## config.mk

```make
export PLATFORM = sky130hd
export DESIGN_NAME = nanov_load_serialiser_flat
export DESIGN_NICKNAME = d
export VERILOG_FILES = /design/src/rtl/nanov_load_serialiser_pkg.sv /design/src/rtl/nanov_load_serialiser_if.sv /design/src/rtl/nanov_load_serialiser_extend.sv /design/src/rtl/nanov_load_serialiser.sv /design/src/flat_wrapper.sv
export SDC_FILE = /design/constraint.sdc
export NUM_CORES = 1
export LEC_CHECK = 0
export CELL_PAD_IN_SITES_DETAIL_PLACEMENT = 2
export CELL_PAD_IN_SITES_GLOBAL_PLACEMENT = 2
export CORE_UTILIZATION = 29
export CTS_CLUSTER_DIAMETER = 150
export CTS_CLUSTER_SIZE = 14
export DETAILED_ROUTE_END_ITERATION = 8
export GPL_TIMING_DRIVEN = 0
export PLACE_DENSITY = 0.81
export SYNTH_ARGS = -nofsm -noshare
export SYNTH_HDL_FRONTEND = slang
export SYNTH_SLANG_ARGS = --single-unit
```

## constraint.sdc

```tcl
create_clock -name clk -period 1.8 [get_ports clk]
set_input_delay 0.18 -clock clk [delete_from_list [all_inputs] [get_ports clk]]
set_output_delay 0.18 -clock clk [all_outputs]
set_load 0.005 [all_outputs]
```

## src/rtl/nanov_load_serialiser_pkg.sv

```systemverilog
// Shared nanoV load-path definitions: load funct3 encodings, serialiser state
// encoding, counter width and small decode helpers for load size and alignment.
package nanoV_pkg;

    localparam int unsigned XLEN  = 32;
    localparam int unsigned CNT_W = 5;

    localparam logic [CNT_W-1:0] CNT_LAST = '1;

    localparam logic [2:0] F3_LB  = 3'b000;
    localparam logic [2:0] F3_LH  = 3'b001;
    localparam logic [2:0] F3_LW  = 3'b010;
    localparam logic [2:0] F3_LBU = 3'b100;
    localparam logic [2:0] F3_LHU = 3'b101;

    typedef enum logic {
        ST_IDLE  = 1'b0,
        ST_SHIFT = 1'b1
    } load_state_e;

    function automatic logic is_byte_load(input logic [2:0] f3);
        return (f3 == F3_LB) || (f3 == F3_LBU);
    endfunction

    function automatic logic is_half_load(input logic [2:0] f3);
        return (f3 == F3_LH) || (f3 == F3_LHU);
    endfunction

    function automatic logic is_signed_load(input logic [2:0] f3);
        return (f3 == F3_LB) || (f3 == F3_LH);
    endfunction

    // Byte lane the loaded value starts in; word loads (and unknown funct3)
    // always start at lane 0, halfword loads only honour the upper address bit.
    function automatic logic [1:0] byte_offset(input logic [2:0] f3, input logic [1:0] addr);
        logic [1:0] off;
        off = 2'b00;
        if (is_byte_load(f3)) begin
            off = addr;
        end else if (is_half_load(f3)) begin
            off = {addr[1], 1'b0};
        end
        return off;
    endfunction

    function automatic logic is_misaligned(input logic [2:0] f3, input logic [1:0] addr);
        logic bad;
        bad = 1'b0;
        if (is_half_load(f3)) begin
            bad = addr[0];
        end else if (!is_byte_load(f3)) begin
            bad = (addr != 2'b00);
        end
        return bad;
    endfunction

endpackage

```

## src/rtl/nanov_load_serialiser_if.sv

```systemverilog
// Load-word handshake and serial register-file write port of the load serialiser.
interface nanov_load_serialiser_if;
    import nanoV_pkg::*;

    logic                 start;
    logic                 ready;
    logic [XLEN-1:0]      data_in;
    logic [2:0]           funct3;
    logic [1:0]           addr_lo;
    logic                 pause;
    logic                 data_rd;
    logic                 wr_en;
    logic [CNT_W-1:0]     counter;
    logic                 done;
    logic                 misaligned;

    modport master (
        output start, data_in, funct3, addr_lo, pause,
        input  ready, data_rd, wr_en, counter, done, misaligned
    );

    modport slave (
        input  start, data_in, funct3, addr_lo, pause,
        output ready, data_rd, wr_en, counter, done, misaligned
    );

endinterface

```

## src/rtl/nanov_load_serialiser_extend.sv

```systemverilog
// Combinational bit selector: picks bit 'counter' of the aligned load word,
// substituting the sign/zero extension bit above the load size.
module nanoV_load_extend
    import nanoV_pkg::*;
(
    input  logic [XLEN-1:0]  word_i,
    input  logic [2:0]       funct3_i,
    input  logic [CNT_W-1:0] counter_i,
    output logic             data_rd_o
);

    logic            byte_ld;
    logic            half_ld;
    logic            ext_bit;
    logic [XLEN-1:0] ext_vec;

    always_comb begin
        byte_ld = is_byte_load(funct3_i);
        half_ld = is_half_load(funct3_i);
        ext_bit = 1'b0;
        if (is_signed_load(funct3_i)) begin
            ext_bit = byte_ld ? word_i[7] : word_i[15];
        end
    end

    // Build the fully extended word lane by lane, then index it serially.
    genvar gi;
    generate
        for (gi = 0; gi < XLEN; gi++) begin : g_ext
            if (gi < 8) begin : g_lane0
                assign ext_vec[gi] = word_i[gi];
            end else if (gi < 16) begin : g_lane1
                assign ext_vec[gi] = byte_ld ? ext_bit : word_i[gi];
            end else begin : g_upper
                assign ext_vec[gi] = (byte_ld || half_ld) ? ext_bit : word_i[gi];
            end
        end
    endgenerate

    assign data_rd_o = ext_vec[counter_i];

endmodule

```

## src/rtl/nanov_load_serialiser.sv

```systemverilog
// nanoV bit-serial load path: aligns/extends a memory word and streams it LSB-first.
// Optional NANOV_LOAD_MISALIGN_TRAP_EN rejects misaligned LH/LHU/LW starts.
module nanov_load_serialiser
    import nanoV_pkg::*;
(
    input  logic                   clk,
    input  logic                   rst,
    nanov_load_serialiser_if.slave bus
);

    load_state_e      state_q, state_d;
    logic [CNT_W-1:0] counter_q, counter_d;
    logic [XLEN-1:0]  word_q, word_d;
    logic [2:0]       funct3_q, funct3_d;

    logic busy;
    logic advance;
    logic last_bit;
    logic ready;
    logic accept;
    logic reject;
    logic load_go;
    logic ext_bit;

    // Handshake decode; ready depends only on flops and pause.
    always_comb begin
        busy     = (state_q == ST_SHIFT);
        advance  = busy && !bus.pause;
        last_bit = advance && (counter_q == CNT_LAST);
        ready    = !bus.pause && (!busy || (counter_q == CNT_LAST));
        accept   = bus.start && ready;
`ifdef NANOV_LOAD_MISALIGN_TRAP_EN
        reject   = accept && is_misaligned(bus.funct3, bus.addr_lo);
`else
        reject   = 1'b0;
`endif
        load_go  = accept && !reject;
    end

    always_ff @(posedge clk or posedge rst) begin
        if (rst) begin
            state_q <= ST_IDLE;
        end else begin
            state_q <= state_d;
        end
    end

    always_comb begin
        state_d = state_q;
        case (state_q)
            ST_IDLE: begin
                if (load_go) begin
                    state_d = ST_SHIFT;
                end
            end
            ST_SHIFT: begin
                if (last_bit) begin
                    state_d = load_go ? ST_SHIFT : ST_IDLE;
                end
            end
            default: state_d = ST_IDLE;
        endcase
    end

    // The counter wraps 31 -> 0 on the final bit, so IDLE always sees zero.
    always_comb begin
        counter_d = counter_q;
        word_d    = word_q;
        funct3_d  = funct3_q;
        if (load_go) begin
            counter_d = '0;
            word_d    = bus.data_in >> {byte_offset(bus.funct3, bus.addr_lo), 3'b000};
            funct3_d  = bus.funct3;
        end else if (advance) begin
            counter_d = counter_q + 5'd1;
        end
    end

    always_ff @(posedge clk or posedge rst) begin
        if (rst) begin
            counter_q <= '0;
            word_q    <= '0;
            funct3_q  <= F3_LW;
        end else begin
            counter_q <= counter_d;
            word_q    <= word_d;
            funct3_q  <= funct3_d;
        end
    end

`ifdef NANOV_LOAD_MISALIGN_TRAP_EN
    logic misaligned_q;

    always_ff @(posedge clk or posedge rst) begin
        if (rst) begin
            misaligned_q <= 1'b0;
        end else begin
            misaligned_q <= reject;
        end
    end

    assign bus.misaligned = misaligned_q;
`else
    assign bus.misaligned = 1'b0;
`endif

    nanoV_load_extend u_extend (
        .word_i    (word_q),
        .funct3_i  (funct3_q),
        .counter_i (counter_q),
        .data_rd_o (ext_bit)
    );

    always_comb begin
        bus.ready   = ready;
        bus.wr_en   = advance;
        bus.done    = last_bit;
        bus.counter = counter_q;
        bus.data_rd = busy && ext_bit;
    end

endmodule

```

## src/flat_wrapper.sv

```systemverilog
// flat-port wrapper written by rule: the top's interface ports become plain ports
module nanov_load_serialiser_flat import nanoV_pkg::*;
  (clk, rst, bus_start, bus_data_in, bus_funct3, bus_addr_lo, bus_pause, bus_ready, bus_data_rd, bus_wr_en, bus_counter, bus_done, bus_misaligned);
  nanov_load_serialiser_if bus_i ();
  input  logic clk;
  input  logic rst;
  input wire logic [$bits(bus_i.start)-1:0] bus_start;
  input wire logic [$bits(bus_i.data_in)-1:0] bus_data_in;
  input wire logic [$bits(bus_i.funct3)-1:0] bus_funct3;
  input wire logic [$bits(bus_i.addr_lo)-1:0] bus_addr_lo;
  input wire logic [$bits(bus_i.pause)-1:0] bus_pause;
  output wire logic [$bits(bus_i.ready)-1:0] bus_ready;
  output wire logic [$bits(bus_i.data_rd)-1:0] bus_data_rd;
  output wire logic [$bits(bus_i.wr_en)-1:0] bus_wr_en;
  output wire logic [$bits(bus_i.counter)-1:0] bus_counter;
  output wire logic [$bits(bus_i.done)-1:0] bus_done;
  output wire logic [$bits(bus_i.misaligned)-1:0] bus_misaligned;
  assign bus_i.start = bus_start;
  assign bus_i.data_in = bus_data_in;
  assign bus_i.funct3 = bus_funct3;
  assign bus_i.addr_lo = bus_addr_lo;
  assign bus_i.pause = bus_pause;
  assign bus_ready = bus_i.ready;
  assign bus_data_rd = bus_i.data_rd;
  assign bus_wr_en = bus_i.wr_en;
  assign bus_counter = bus_i.counter;
  assign bus_done = bus_i.done;
  assign bus_misaligned = bus_i.misaligned;
  nanov_load_serialiser u_core (.clk(clk), .rst(rst), .bus(bus_i));
endmodule
```

=== Word-level counts from Yosys, hierarchy flattened ===
Cells that the tools add are included.

* Logic and storage cells: 68
* Register bits: 41
* Bits of input ports: 41
* Output and inout port bits: 10

* Muxes and demuxes: 36
* $add $sub $neg: 1
* Equal/unequal tests: 7
* Shifts and indexed selects: 1
* Bitwise gates (word level): 1
* Magnitude comparators: 1
* Reduce and logical (&&, ||, !) cells: 17

{| class="wikitable"
|+ Operators by type and width
! kind !! number
|-
| >> shifter 32 x 5 -> 32 bit || 1
|-
| 2-to-1 mux 1 bit || 29
|-
| == test 3 bit (second input constant) || 4
|-
| 2-to-1 mux 5 bit || 2
|-
| logical OR 1 bit || 7
|-
| == test 3 x 1 -> 1 bit (second input constant) || 2
|-
| zero test 3 bit || 2
|-
| < comparator 5 x 6 -> 1 bit (second input constant) || 1
|-
| 2-to-1 mux 2 bit || 3
|-
| adder 5 x 1 -> 5 bit (second input constant) || 1
|-
| binary-select mux 1 bit (select 5 bit) || 1
|-
| == test 5 bit (second input constant) || 1
|-
| logical AND 1 bit || 5
|-
| zero test 1 bit || 2
|-
| one-hot mux 1 bit (2 select lines) || 1
|-
| nonzero test 2 bit || 1
|-
| NOT 1 bit || 1
|}

=== Logic depth before layout (Yosys ltp) ===
Gate-level depths: netlist (run 1).

* Depth in word-level cells: 8
* Depth in mapped cells: 8
* Gate-level depth less buffers: 6

=== Modules after synthesis ===
From an unflattened synthesis (run 1), not the netlist that was laid out.

* Cells, all modules: 276
* Area, all modules: 2671.3 sq um

{| class="wikitable"
|+ By module, submodules not included
! module !! sequential area each (sq um) !! cells each !! instances !! area an instance (sq um)
|-
| nanov_load_serialiser || 1027.2 || 240 || 1 || 2328.5
|-
| nanoV_load_extend || 0.0 || 36 || 1 || 342.8
|}

=== Worst setup path after synthesis (run 1) ===
OpenSTA, ideal clock, no wires.

* Path type: reg2reg
* From: register u_core.counter_q[2] (netlist: u_core.bus.counter[2])
* To: register u_core.word_q[0]
* Cell stages (with the launch flop): 8
* Data arrival time: 1.816 ns
* Slack: -0.141 ns
* Buffers on the path: 3
* Period minus slack after synthesis: 1.941 ns
* Library setup time: 0.125 ns
* Data required time: 1.675 ns
* Cells stage by stage: dfrtp_1 -> clkbuf_1 -> and3_1 -> ha_1 -> o211a_1 -> buf_2 -> buf_2 -> mux2_2

* Longest elaborated chain between the ends: 4

{| class="wikitable"
|+ Ends and longest elaborated chain
! what !! RTL line !! source
|-
| start, declared || nanov_load_serialiser.sv:12 || <nowiki>logic [CNT_W-1:0] counter_q, counter_d;</nowiki>
|-
| start signal, assigned || nanov_load_serialiser.sv:85 || <nowiki>counter_q <= counter_d;</nowiki>
|-
| == test 5 bit || nanov_load_serialiser.sv:30 || <nowiki>ready = !bus.pause && (!busy || (counter_q == CNT_LAST));</nowiki>
|-
| logical OR 1 bit || nanov_load_serialiser.sv:30 ||
|-
| logical AND 1 bit || nanov_load_serialiser.sv:30 ||
|-
| logical AND 1 bit || nanov_load_serialiser.sv:31 || <nowiki>accept = bus.start && ready;</nowiki>
|-
| end signal, assigned || nanov_load_serialiser.sv:86 || <nowiki>word_q <= word_d;</nowiki>
|-
| end, declared || nanov_load_serialiser.sv:13 || <nowiki>logic [XLEN-1:0] word_q, word_d;</nowiki>
|}

No other way between the ends.
A chain may end at the register's enable or synchronous reset.

=== Worst setup path after layout (run 1) ===
* From: register u_core.counter_q[0] (netlist: u_core.bus.counter[0])
* To: output port bus_data_rd

* Longest elaborated chain between the ends: 3

{| class="wikitable"
|+ Ends and longest elaborated chain
! what !! RTL line !! source
|-
| binary-select mux 1 bit (select 5 bit) || nanov_load_serialiser_extend.sv:40 || <nowiki>assign data_rd_o = ext_vec[counter_i];</nowiki>
|-
| 2-to-1 mux 1 bit (implied by the code) || nanov_load_serialiser_extend.sv:40 ||
|-
| logical AND 1 bit || nanov_load_serialiser.sv:119 || <nowiki>bus.data_rd = busy && ext_bit;</nowiki>
|-
| end, declared || flat_wrapper.sv:13 || <nowiki>output wire logic [$bits(bus_i.data_rd)-1:0] bus_data_rd;</nowiki>
|}

No other way between the ends. The select of a mux whose other input is x is not followed.

==> results of run 1 <==
-- worst reg2reg max path, cell delays in order, from the launching register on --
cell and delay [ns]:
dfrtp_2 0.47, buf_6 0.14, ha_4 0.15, and3_4 0.18, ha_4 0.18, o211ai_4 0.26
buf_6 0.16, nor3b_4 0.05, buf_6 0.14, a22o_1 0.19
-- synthesized netlist by cell type (all sizes together) --
master / count
dfrtp: 40
mux2i: 37
nand2: 29
o21ai: 17
buf: 11
mux2: 11
a22o: 8
a2bb2oi: 8
clkbuf: 7
nor2: 7
nor3b: 6
mux4: 5
nor2b: 4
inv: 3
a2111oi: 2
ha: 2
nand4: 2
o41ai: 2
xor2: 2
a21oi: 1
and2: 1
and2b: 1
and3: 1
clkinv: 1
conb: 1
dfstp: 1
nand2b: 1
nand3b: 1
nor3: 1
nor4b: 1
o2111a: 1
o211a: 1
o211ai: 1
o31a: 1
or3: 1
xnor2: 1
-- report_power, final --
group          switching [mW]  leakage, nW  internal (mW)  total (mW)
combinational            1.10         1.12           1.35        2.45
clock                   0.368       0.0574          0.452       0.820
sequential              0.388        0.507           1.34        1.73
-- timing repair --
action	CTS	global route
gates cloned	2	2
setup buffers	10	18
gates resized for setup	65	55
setup endpoints to repair	38	45
pin swaps	16	27
-- area by class of cell --
type                            count  area share [%]
Sequential cell                    41            26.8
Timing Repair Buffer               79            21.0
Buffer                             17            5.43
Inverter                            4           0.456
Tap cell                          102            3.32
Clock buffer                        6            2.15
Multi-Input combinational cell    157            39.9
Clock inverter                      2           0.976
-- cells in the final DEF (no fill, tap or decap), drive strengths merged, types with 2 or more instances in the layout --
cell type,Yosys,routed
xor2,2,2
inv,3,3
a22o,8,8
nand4,2,2
mux4,5,5
a2111oi,2,2
nor2b,4,4
dfrtp,40,40
mux2i,37,37
nor3b,6,6
clkbuf,7,12
nor2,7,7
mux2,11,11
nand2,29,29
a2bb2oi,8,8
ha,2,2
buf,11,44
o41ai,2,2
o21ai,17,17
clkdlybuf4s50,0,46
-- state kept, by name, summed over array words and instances, names as in the netlist --
register            flops
u_core.bus.counter      5
u_core.busy             1
u_core.funct3_q         3
u_core.word_q          32
-- cell families after synthesis --
| family | Yosys count | synth area share [%] |
|---|---|---|
| flip-flops | 41 | 42.9 |
| multiplexers | 53 | 25.5 |
| other | 1 | 0.157 |
| XOR/XNOR | 3 | 1.10 |
| AO/OA/AOI/OAI | 42 | 12.9 |
| AND/OR/NAND/NOR | 56 | 11.8 |
| adder cells (fa/ha/maj) | 2 | 1.04 |
| buffers and inverters | 22 | 4.65 |
-- worst paths after layout --
kind / start / end / slack [ns] / cells past startpoint
min in group clk: u_core.word_q[18] / u_core.word_q[18] / 0.49 / 2
min reg2reg: u_core.word_q[18] / u_core.word_q[18] / 0.49 / 2
max in group asynchronous: rst / u_core.word_q[9] / 1.19 / 3
max: u_core.bus.counter[0] / bus_data_rd / -0.43 / 7
min: rst / u_core.bus.counter[0] / 0.13 / 2
max reg2reg: u_core.bus.counter[1] / u_core.word_q[29] / -0.23 / 9
-- per-layer routing --
| layer | wire, microns | up-vias |
|---|---|---|
| li1 | - | 967 |
| met1 | 4040 | 1159 |
| met2 | 5070 | 89 |
| met3 | 483 | 23 |
| met4 | 383 | 0 |
| met5 | 0 | - |
==> Implementation_results.wiki, run 1 <==
{| class="wikitable"
! Metric !! Value
|-
| Outcome || complete, but fails checks
|-
| Violated checks || setup timing
|-
| Shortest period the worst path allows || 2.23 ns
|-
| Cell type with the largest total area after synthesis || dfrtp_1
|-
| Die Y || 92.9 microns
|-
| Setup crit start kind || flop
|-
| Met3 track demand over resource || 3.69%
|-
| Syn avg cell area || 10.9 sq um
|-
| Overall Global Routing Usage || 21.8%
|-
| Fraction of post-synthesis cell area in the top cell type by area || 41.8%
|-
| Area used by multi-input combinational logic || 1530 sq um
|-
| Hold Violations, Final || 0
|-
| Number of antenna violations at the first check in global routing || 0
|-
| GRT Max-Usage Layer || met2
|-
| Met1 usage in global routing || 26.6%
|-
| RD Place Congestion || 0.803
|-
| Die area || 8630 sq um
|-
| Distinct cell type count after synthesis || 42
|-
| Most area-consuming cells after synthesis || dfrtp_1 42%, mux2i_1 15%, nand2_1 4.5%
|-
| Met2 track demand over resource || 37.9%
|-
| Max-slew violation count || 0
|-
| Drt total wl || 9.98 mm
|-
| Drt first-iter violations || 91
|-
| Gate family responsible for the most delay along the worst path || compound AO/OA/AOI/OAI gates
|-
| Worst Setup Path Type || flop to output pin
|-
| Syn Inst Count || 220
|-
| CP Capture Type || output pin
|-
| Pwr Density || 1300 nW/um^2
|-
| Hold bufs inserted after CTS || 0
|-
| Via count || 2,238
|-
| Number of buffer and inverter instances along the worst setup path || 3
|-
| Syn nets || 263
|-
| Required time of the worst setup path || 1.62 ns
|-
| Share of post-route cells with drive strength above 1 || 41.2%
|-
| Initial Utilization || 30.5%
|-
| Area of the core || 7850 sq um
|-
| Setup tns final || -6.12 ns
|-
| Detailed Place HPWL || 5.87 mm
|-
| Total of warnings raised by yosys || 0
|-
| GRT Residual Overflow || 0
|-
| Number of optimization iterations in the first detailed-route pass || 4
|-
| Unrepaired setup endpoints after global routing || true
|-
| Largest fanout of any net on the critical path || 8
|-
| Fin util || 49.0%
|-
| Class of the tightest hold or removal check || primary input to async pin
|-
| Tcrit/Tclk final || 124%
|-
| Total of buffers placed on input and output ports || 49
|-
| Slack of the critical path || -0.431 ns
|-
| Placement Setup Slack || -0.535 ns
|-
| Cells along the critical path || buf_6, buf_12, mux2_4, nor3b_2, o41ai_2, o2111a_1, buf_2
|-
| Register clock-pin slew on the reported worst setup and hold paths || 0.09 ns
|-
| Cell area after synthesis || 2390 sq um
|-
| Area growth from synthesis to layout || 60.6%
|-
| Post-Route Hold Slack || 0.134 ns
|-
| Final nets || 348
|-
| Num Clock Sinks || 41
|-
| H-tree Lvls || 2
|-
| Cell area after layout || 3840 sq um
|-
| Cell chosen for the clock root || clkbuf_8
|-
| Max stage delay cell, worst path || o41ai_2
|-
| Placed instance count || 372
|-
| Post-synthesis sequential element count || 41
|-
| Routed wire per std cell || 24.5 microns
|-
| Largest buffer count on any clock path || 2
|-
| Placed instance area || 3090 sq um
|-
| Number of CTS-inserted buffers || 5
|-
| Remaining number of nets flagged by the antenna check after routing || 0
|-
| Worst-Skew Late Latency || 0.31 ns
|-
| Std cell rows || 32
|-
| Lkg Pwr || 1.68 nW
|-
| Endpoints failing setup || 44
|-
| Largest stage delay, worst path || 0.42 ns
|-
| Final setup skew || 0.00757 ns
|-
| Number of diodes added for antenna fixing || 0
|-
| Global-route wire length before repair || 13.9 mm
|-
| Final routed DRC violation total || 0
|-
| Pin count of the biggest net entering global routing || 32
|-
| Total power draw || 5.00 mW
|-
| Proportion of synthesized chip area in sequential cells || 42.9%
|-
| I/O pins || 51
|-
| Area taken by flip-flops and latches || 1030 sq um
|-
| Number of global-route vias before repair || 2,400
|-
| Worst vdd rail ir drop || 0.410 mV
|-
| Fmax || 448 MHz
|-
| Die X || 92.9 microns
|-
| Max_cap viols || 0
|-
| Clock tree from TritonCTS || yes
|-
| Data arrival time at the worst-slack endpoint || 2.05 ns
|-
| Filler cell count in the final layout || 784
|-
| Via-per-instance ratio || 5.49
|-
| Filler-free cell count of the finished design || 408
|}
(Power assumes the default switching activity.)
==> inputs of run 2 (changes only) <==
--- a/config.mk
+++ b/config.mk
@@ -12,7 +12,7 @@
 export CTS_CLUSTER_SIZE = 14
 export DETAILED_ROUTE_END_ITERATION = 8
 export GPL_TIMING_DRIVEN = 0
-export PLACE_DENSITY = 0.81
+export PLACE_DENSITY_LB_ADDON = 0.05
 export SYNTH_ARGS = -nofsm -noshare
 export SYNTH_HDL_FRONTEND = slang
 export SYNTH_SLANG_ARGS = --single-unit
==> Implementation_results.wiki, run 2 (same netlist as run 1, synthesis figures left out) <==
{| class="wikitable"
! Metric !! Value
|-
| Detailed Place HPWL || 5.89 mm
|-
| Outcome || complete, but fails checks
|-
| Shortest period the worst path allows || 2.23 ns
|-
| Number of CTS-inserted buffers || 5
|-
| Count of cells along the worst register-to-register path || 9
|-
| Clock tree from TritonCTS || yes
|-
| Required time of the worst setup path || 1.62 ns
|-
| Pwr Density || 1260 nW/um^2
|-
| Flop-to-flop setup slack || -0.24 ns
|-
| Final routed DRC violation total || 0
|-
| Filler cell count in the final layout || 812
|-
| Fmax || 448 MHz
|-
| Final setup skew || 0.00992 ns
|-
| Number of antenna violations at the first check in global routing || 0
|-
| Drt total wl || 8.86 mm
|-
| Area growth from synthesis to layout || 57.8%
|-
| Die area || 8630 sq um
|-
| Unrepaired setup endpoints after global routing || true
|-
| Global-route wire length before repair || 13.6 mm
|-
| Placed instance area || 3090 sq um
|-
| Placement Setup Slack || -0.549 ns
|-
| Drt first-iter violations || 54
|-
| Crit path from || u_core.bus.counter[0]
|-
| CP Capture Type || output pin
|-
| Endpoints failing setup || 44
|-
| Largest buffer count on any clock path || 2
|-
| Most frequent standard cell in the layout excluding fill and tap cells || clkdlybuf4s50_1
|-
| Lkg Pwr || 1.64 nW
|-
| RD Place Congestion || 0.716
|-
| Via count || 2,075
|-
| Initial Utilization || 30.5%
|-
| Max-slew violation count || 0
|-
| Remaining number of nets flagged by the antenna check after routing || 0
|-
| Area of the core || 7850 sq um
|-
| Pin count of the biggest net entering global routing || 40
|-
| Total of buffers placed on input and output ports || 49
|-
| Total power draw || 4.77 mW
|-
| Worst R2R End || u_core.word_q[0]
|-
| Area used by multi-input combinational logic || 1490 sq um
|-
| Most frequent cells in the layout || 46 x clkdlybuf4s50_1, 39 x dfrtp_1, 36 x mux2i_1, 18 x buf_6
|-
| Data arrival time at the worst-slack endpoint || 2.05 ns
|-
| Max_cap viols || 0
|-
| Filler-free cell count of the finished design || 408
|-
| H-tree Lvls || 2
|-
| Worst vdd rail ir drop || 0.437 mV
|-
| Cell chosen for the clock root || clkbuf_8
|-
| Setup crit start kind || flop
|-
| Most flops, register || u_core.word_q
|-
| Violated checks || setup timing
|-
| Worst-Skew Late Latency || 0.31 ns
|-
| Via-per-instance ratio || 5.09
|-
| Number of optimization iterations in the first detailed-route pass || 4
|-
| GRT Residual Overflow || 0
|-
| Routed wire per std cell || 21.7 microns
|-
| Final nets || 348
|-
| Num Clock Sinks || 41
|-
| Worst Setup Path Type || flop to output pin
|-
| Die X || 92.9 microns
|-
| Area taken by flip-flops and latches || 1030 sq um
|-
| Hold Violations, Final || 0
|-
| Tcrit/Tclk final || 124%
|-
| Slack of the critical path || -0.430 ns
|-
| Overall Global Routing Usage || 21.5%
|-
| Std cell rows || 32
|-
| Placed instance count || 372
|-
| I/O pins || 51
|-
| Number of diodes added for antenna fixing || 0
|-
| Share of post-route cells with drive strength above 1 || 40.2%
|-
| Die Y || 92.9 microns
|-
| Class of the tightest hold or removal check || primary input to async pin
|-
| Number of global-route vias before repair || 2,389
|-
| Largest fanout of any net on the critical path || 5
|-
| Cell area after layout || 3780 sq um
|-
| Largest register FFs || 32
|-
| Beginning of the worst register-to-register path || u_core.bus.counter[0]
|-
| Register clock-pin slew on the reported worst setup and hold paths || 0.09 ns
|}
==> run 2: cell count changes in the layout (fill, tap and decap cells not counted), sizes merged <==
cell      before  now
clkinv         1    2
clkinvlp       1    0
==> run 2: power breakdown <==
| part | leakage (nW) | internal, mW | switching (mW) |
|---|---|---|---|
| sequential | 0.508 | 1.34 | 0.343 |
| clock | 0.0552 | 0.412 | 0.358 |
| combinational | 1.08 | 1.30 | 1.02 |
==> run 2: critical path: stages (launching register included) <==
cell and delay [ns]:
dfrtp_1 0.40, buf_6 0.15, buf_4 0.14, mux4_2 0.22
nor2b_2 0.05, o41ai_2 0.42, o2111a_1 0.26, buf_2 0.11
==> run 2: area by class of cell <==
| cell class | instances | area share, % |
|---|---|---|
| buffer | 18 | 5.33 |
| tap | 102 | 3.38 |
| inverter | 4 | 0.463 |
| timing repair buffer | 78 | 21.3 |
| clock inverter | 2 | 0.927 |
| multi-input combinational | 157 | 39.5 |
| clock buffer | 6 | 1.92 |
| sequential | 41 | 27.2 |
==> run 2: worst max-delay path by stage <==
stage | slack, ns | end
6_report | -0.43 | bus_data_rd
5_1_grt | -0.50 | bus_data_rd
4_1_cts | -0.39 | bus_data_rd
3_5_place_dp | -0.55 | bus_data_rd
3_3_place_gp | -0.55 | bus_data_rd
2_1_floorplan | -0.004 | u_core.word_q[0]
==> run 2: routing by layer <==
layer / vias up / wire length [microns] / GRT usage, %
met5: - / 0 / 0
met4: 0 / 69 / 4.23
met3: 6 / 206 / 3.94
met2: 36 / 4720 / 39.0
met1: 1059 / 3860 / 26.4
li1: 974 / - / -
==> run 2: what timing repair did <==
action,4_1_cts,5_1_grt
setup endpoints to repair,37,45
pin swaps,17,6
hold buffers,0,0
resized for setup,71,40
setup buffers,21,3
gates cloned,2,2
==> run 2: stage by stage <==
stage / util (%) / TNS [ns] / hold slack (ns)
6_report: 48.2 / -7.92 / 0.0362
2_1_floorplan: - / -0.00362 / 0.263
4_1_cts: 46.1 / -5.91 / 0.0403
3_3_place_gp: 39.1 / -25.45 / 0.467
5_1_grt: 48.2 / -9.97 / 0.0377
3_5_place_dp: 39.3 / -12.49 / 0.373
==> inputs of run 3 (changes only) <==
--- a/config.mk
+++ b/config.mk
@@ -5,14 +5,15 @@
 export SDC_FILE = /design/constraint.sdc
 export NUM_CORES = 1
 export LEC_CHECK = 0
-export CELL_PAD_IN_SITES_DETAIL_PLACEMENT = 2
+export CELL_PAD_IN_SITES_DETAIL_PLACEMENT = 1
 export CELL_PAD_IN_SITES_GLOBAL_PLACEMENT = 2
+export CORE_ASPECT_RATIO = 2
 export CORE_UTILIZATION = 29
 export CTS_CLUSTER_DIAMETER = 150
 export CTS_CLUSTER_SIZE = 14
 export DETAILED_ROUTE_END_ITERATION = 8
 export GPL_TIMING_DRIVEN = 0
-export PLACE_DENSITY_LB_ADDON = 0.05
+export PLACE_DENSITY_LB_ADDON = 0.08
 export SYNTH_ARGS = -nofsm -noshare
 export SYNTH_HDL_FRONTEND = slang
 export SYNTH_SLANG_ARGS = --single-unit
==> Implementation_results.wiki, run 3 (same netlist as run 1, synthesis figures left out) <==
{| class="wikitable"
! Metric !! Value
|-
| Internal portion of total power || 3.44 mW
|-
| Num Clock Sinks || 41
|-
| Global-route wire length before repair || 12.5 mm
|-
| Data arrival time at the worst-slack endpoint || 1.95 ns
|-
| Routed wire per std cell || 20.1 microns
|-
| Number of diodes added for antenna fixing || 0
|-
| Required time of the worst setup path || 1.62 ns
|-
| Largest stage delay, worst path || 0.52 ns
|-
| Most frequent cells in the layout || 45 x clkdlybuf4s50_1, 39 x dfrtp_1, 36 x mux2i_1, 16 x buf_4
|-
| Initial Utilization || 30.2%
|-
| Area growth from synthesis to layout || 58.2%
|-
| Part of the total power dissipated in combinational logic || 44.2%
|-
| Reported net switching power || 1.68 mW
|-
| Met2 track demand over resource || 39.4%
|-
| Most flops, register || u_core.word_q
|-
| GRT Max-Usage Layer || met2
|-
| Filler-free cell count of the finished design || 397
|-
| Via count || 2,032
|-
| Lkg Pwr || 1.64 nW
|-
| Total of buffers placed on input and output ports || 49
|-
| Outcome || complete, but fails checks
|-
| Slack of the critical path || -0.326 ns
|-
| I/O pins || 51
|-
| Die Y || 131 microns
|-
| Violated checks || setup timing
|-
| Largest buffer count on any clock path || 2
|-
| CP Capture Type || output pin
|-
| GRT Residual Overflow || 0
|-
| Remaining number of nets flagged by the antenna check after routing || 0
|-
| Total power draw || 5.12 mW
|-
| Via-per-instance ratio || 5.12
|-
| Met3 track demand over resource || 2.95%
|-
| Cells along the critical path || buf_6, mux4_2, mux2i_2, nor3b_2, o2111a_1, buf_2
|-
| Fmax || 470 MHz
|-
| Register clock-pin slew on the reported worst setup and hold paths || 0.06 ns
|-
| Pwr Density || 1350 nW/um^2
|-
| Hold Violations, Final || 0
|-
| Largest register FFs || 32
|-
| Drt total wl || 7.98 mm
|-
| Tightest slew margin relative to the limit || 40.8%
|-
| Number of buffer and inverter instances along the worst setup path || 2
|-
| Clock network fraction of design power || 23.1%
|-
| Class of the tightest hold or removal check || primary input to async pin
|-
| Overall Global Routing Usage || 20.3%
|-
| Number of CTS-inserted buffers || 5
|-
| Filler cell count in the final layout || 870
|-
| Part of the power in registers || 32.7%
|-
| Die area || 8650 sq um
|-
| Area of the core || 7940 sq um
|-
| Number of optimization iterations in the first detailed-route pass || 4
|-
| Share of post-route cells with drive strength above 1 || 39.5%
|-
| Max_cap viols || 0
|-
| Setup crit start kind || flop
|-
| Fin util || 47.7%
|-
| Largest fanout of any net on the critical path || 5
|-
| Count of cells along the worst register-to-register path || 9
|-
| Worst-Skew Late Latency || 0.29 ns
|-
| Max-slew violation count || 0
|-
| Switching share of power || 32.8%
|-
| Most frequent standard cell in the layout excluding fill and tap cells || clkdlybuf4s50_1
|-
| Endpoints failing setup || 44
|-
| Number of global-route vias before repair || 2,250
|-
| Final routed DRC violation total || 0
|-
| Placed instance count || 365
|-
| Measured slew at the worst slew-check pin || 0.887 ns
|-
| Final setup skew || 0.00409 ns
|-
| Cell chosen for the clock root || clkbuf_16
|-
| Worst Setup Path Type || flop to output pin
|-
| Gate family responsible for the most delay along the worst path || multiplexers
|-
| Final nets || 343
|-
| H-tree Lvls || 2
|-
| Number of antenna violations at the first check in global routing || 0
|-
| Detailed Place HPWL || 5.93 mm
|-
| Pin count of the biggest net entering global routing || 42
|-
| Cell depth of the worst setup path || 6
|-
| Post-Route Hold Slack || 0.404 ns
|-
| RD Place Congestion || 0.753
|-
| Drt first-iter violations || 52
|-
| Std cell rows || 46
|-
| Met1 usage in global routing || 22.0%
|-
| Max stage delay cell, worst path || mux4_2
|-
| Unrepaired setup endpoints after global routing || true
|-
| Tcrit/Tclk final || 118%
|-
| Shortest period the worst path allows || 2.13 ns
|-
| Clock tree from TritonCTS || yes
|-
| Die X || 66.3 microns
|-
| Worst vdd rail ir drop || 0.415 mV
|}
run 3: cell types whose count changed in the layout (fill, tap and decap cells not counted), moves of 2 or more:
cell	change
nand2_2	-3
clkbuf_16	+5
nand2_4	+4
clkbuf_8	-5
buf_6	-6
buf_2	+2
run 3: worst paths after layout:
check	startpoint	to	slack, ns
max reg2reg	u_core.bus.counter[1]	u_core.word_q[0]	-0.25
max in group asynchronous	rst	u_core.bus.counter[1]	0.80
max	u_core.bus.counter[0]	bus_data_rd	-0.33
min reg2reg	u_core.word_q[19]	u_core.word_q[19]	0.49
min in group clk	bus_funct3[2]	u_core.funct3_q[2]	0.44
min	rst	u_core.bus.counter[1]	0.40
run 3: power by group through the flow:
stage	combinational [mW]	clock (mW)	sequential, mW
2_1_floorplan	1.13	0	1.56
3_3_place_gp	1.67	0	1.65
3_5_place_dp	1.71	0	1.67
4_1_cts	1.99	1.20	1.63
5_1_grt	2.46	1.23	1.73
6_report	2.26	1.18	1.67
run 3: cell type report:
| class | count | area, sq um | share of cell area, % |
|---|---|---|---|
| Buffer | 17 | 183 | 4.82 |
| Clock buffer | 5 | 125 | 3.30 |
| Clock inverter | 3 | 65.1 | 1.72 |
| Inverter | 4 | 17.5 | 0.462 |
| Multi-Input combinational cell | 157 | 1500 | 39.6 |
| Sequential cell | 41 | 1030 | 27.1 |
| Tap cell | 96 | 120 | 3.17 |
| Timing Repair Buffer | 74 | 749 | 19.8 |
run 3: timing repair:
action / 4_1_cts / 5_1_grt
hold buffers: 0 / 0
setup buffers: 16 / 9
pin swaps: 12 / 26
gates resized for setup: 46 / 58
cloned: 0 / 2
endpoints found under the setup margin: 40 / 45
run 3: metal layers:
layer	routed length, microns	vias up	share of wire [%]
met2	4680	50	59
li1	-	954	-
met3	193	10	2.4
met1	2930	1018	37
met4	169	0	2.1
met5	0	-	0
run 3: stage by stage:
stage | TNS, ns | worst slack (ns) | area, sq um
finish | -7.64 | -0.326 | 3790
detailed placement | -11.52 | -0.605 | 3060
global route | -9.51 | -0.388 | 3790
floorplan | -0.00362 | -0.00362 | 2450
global placement | -21.99 | -0.628 | 3060
CTS | -8.61 | -0.381 | 3510
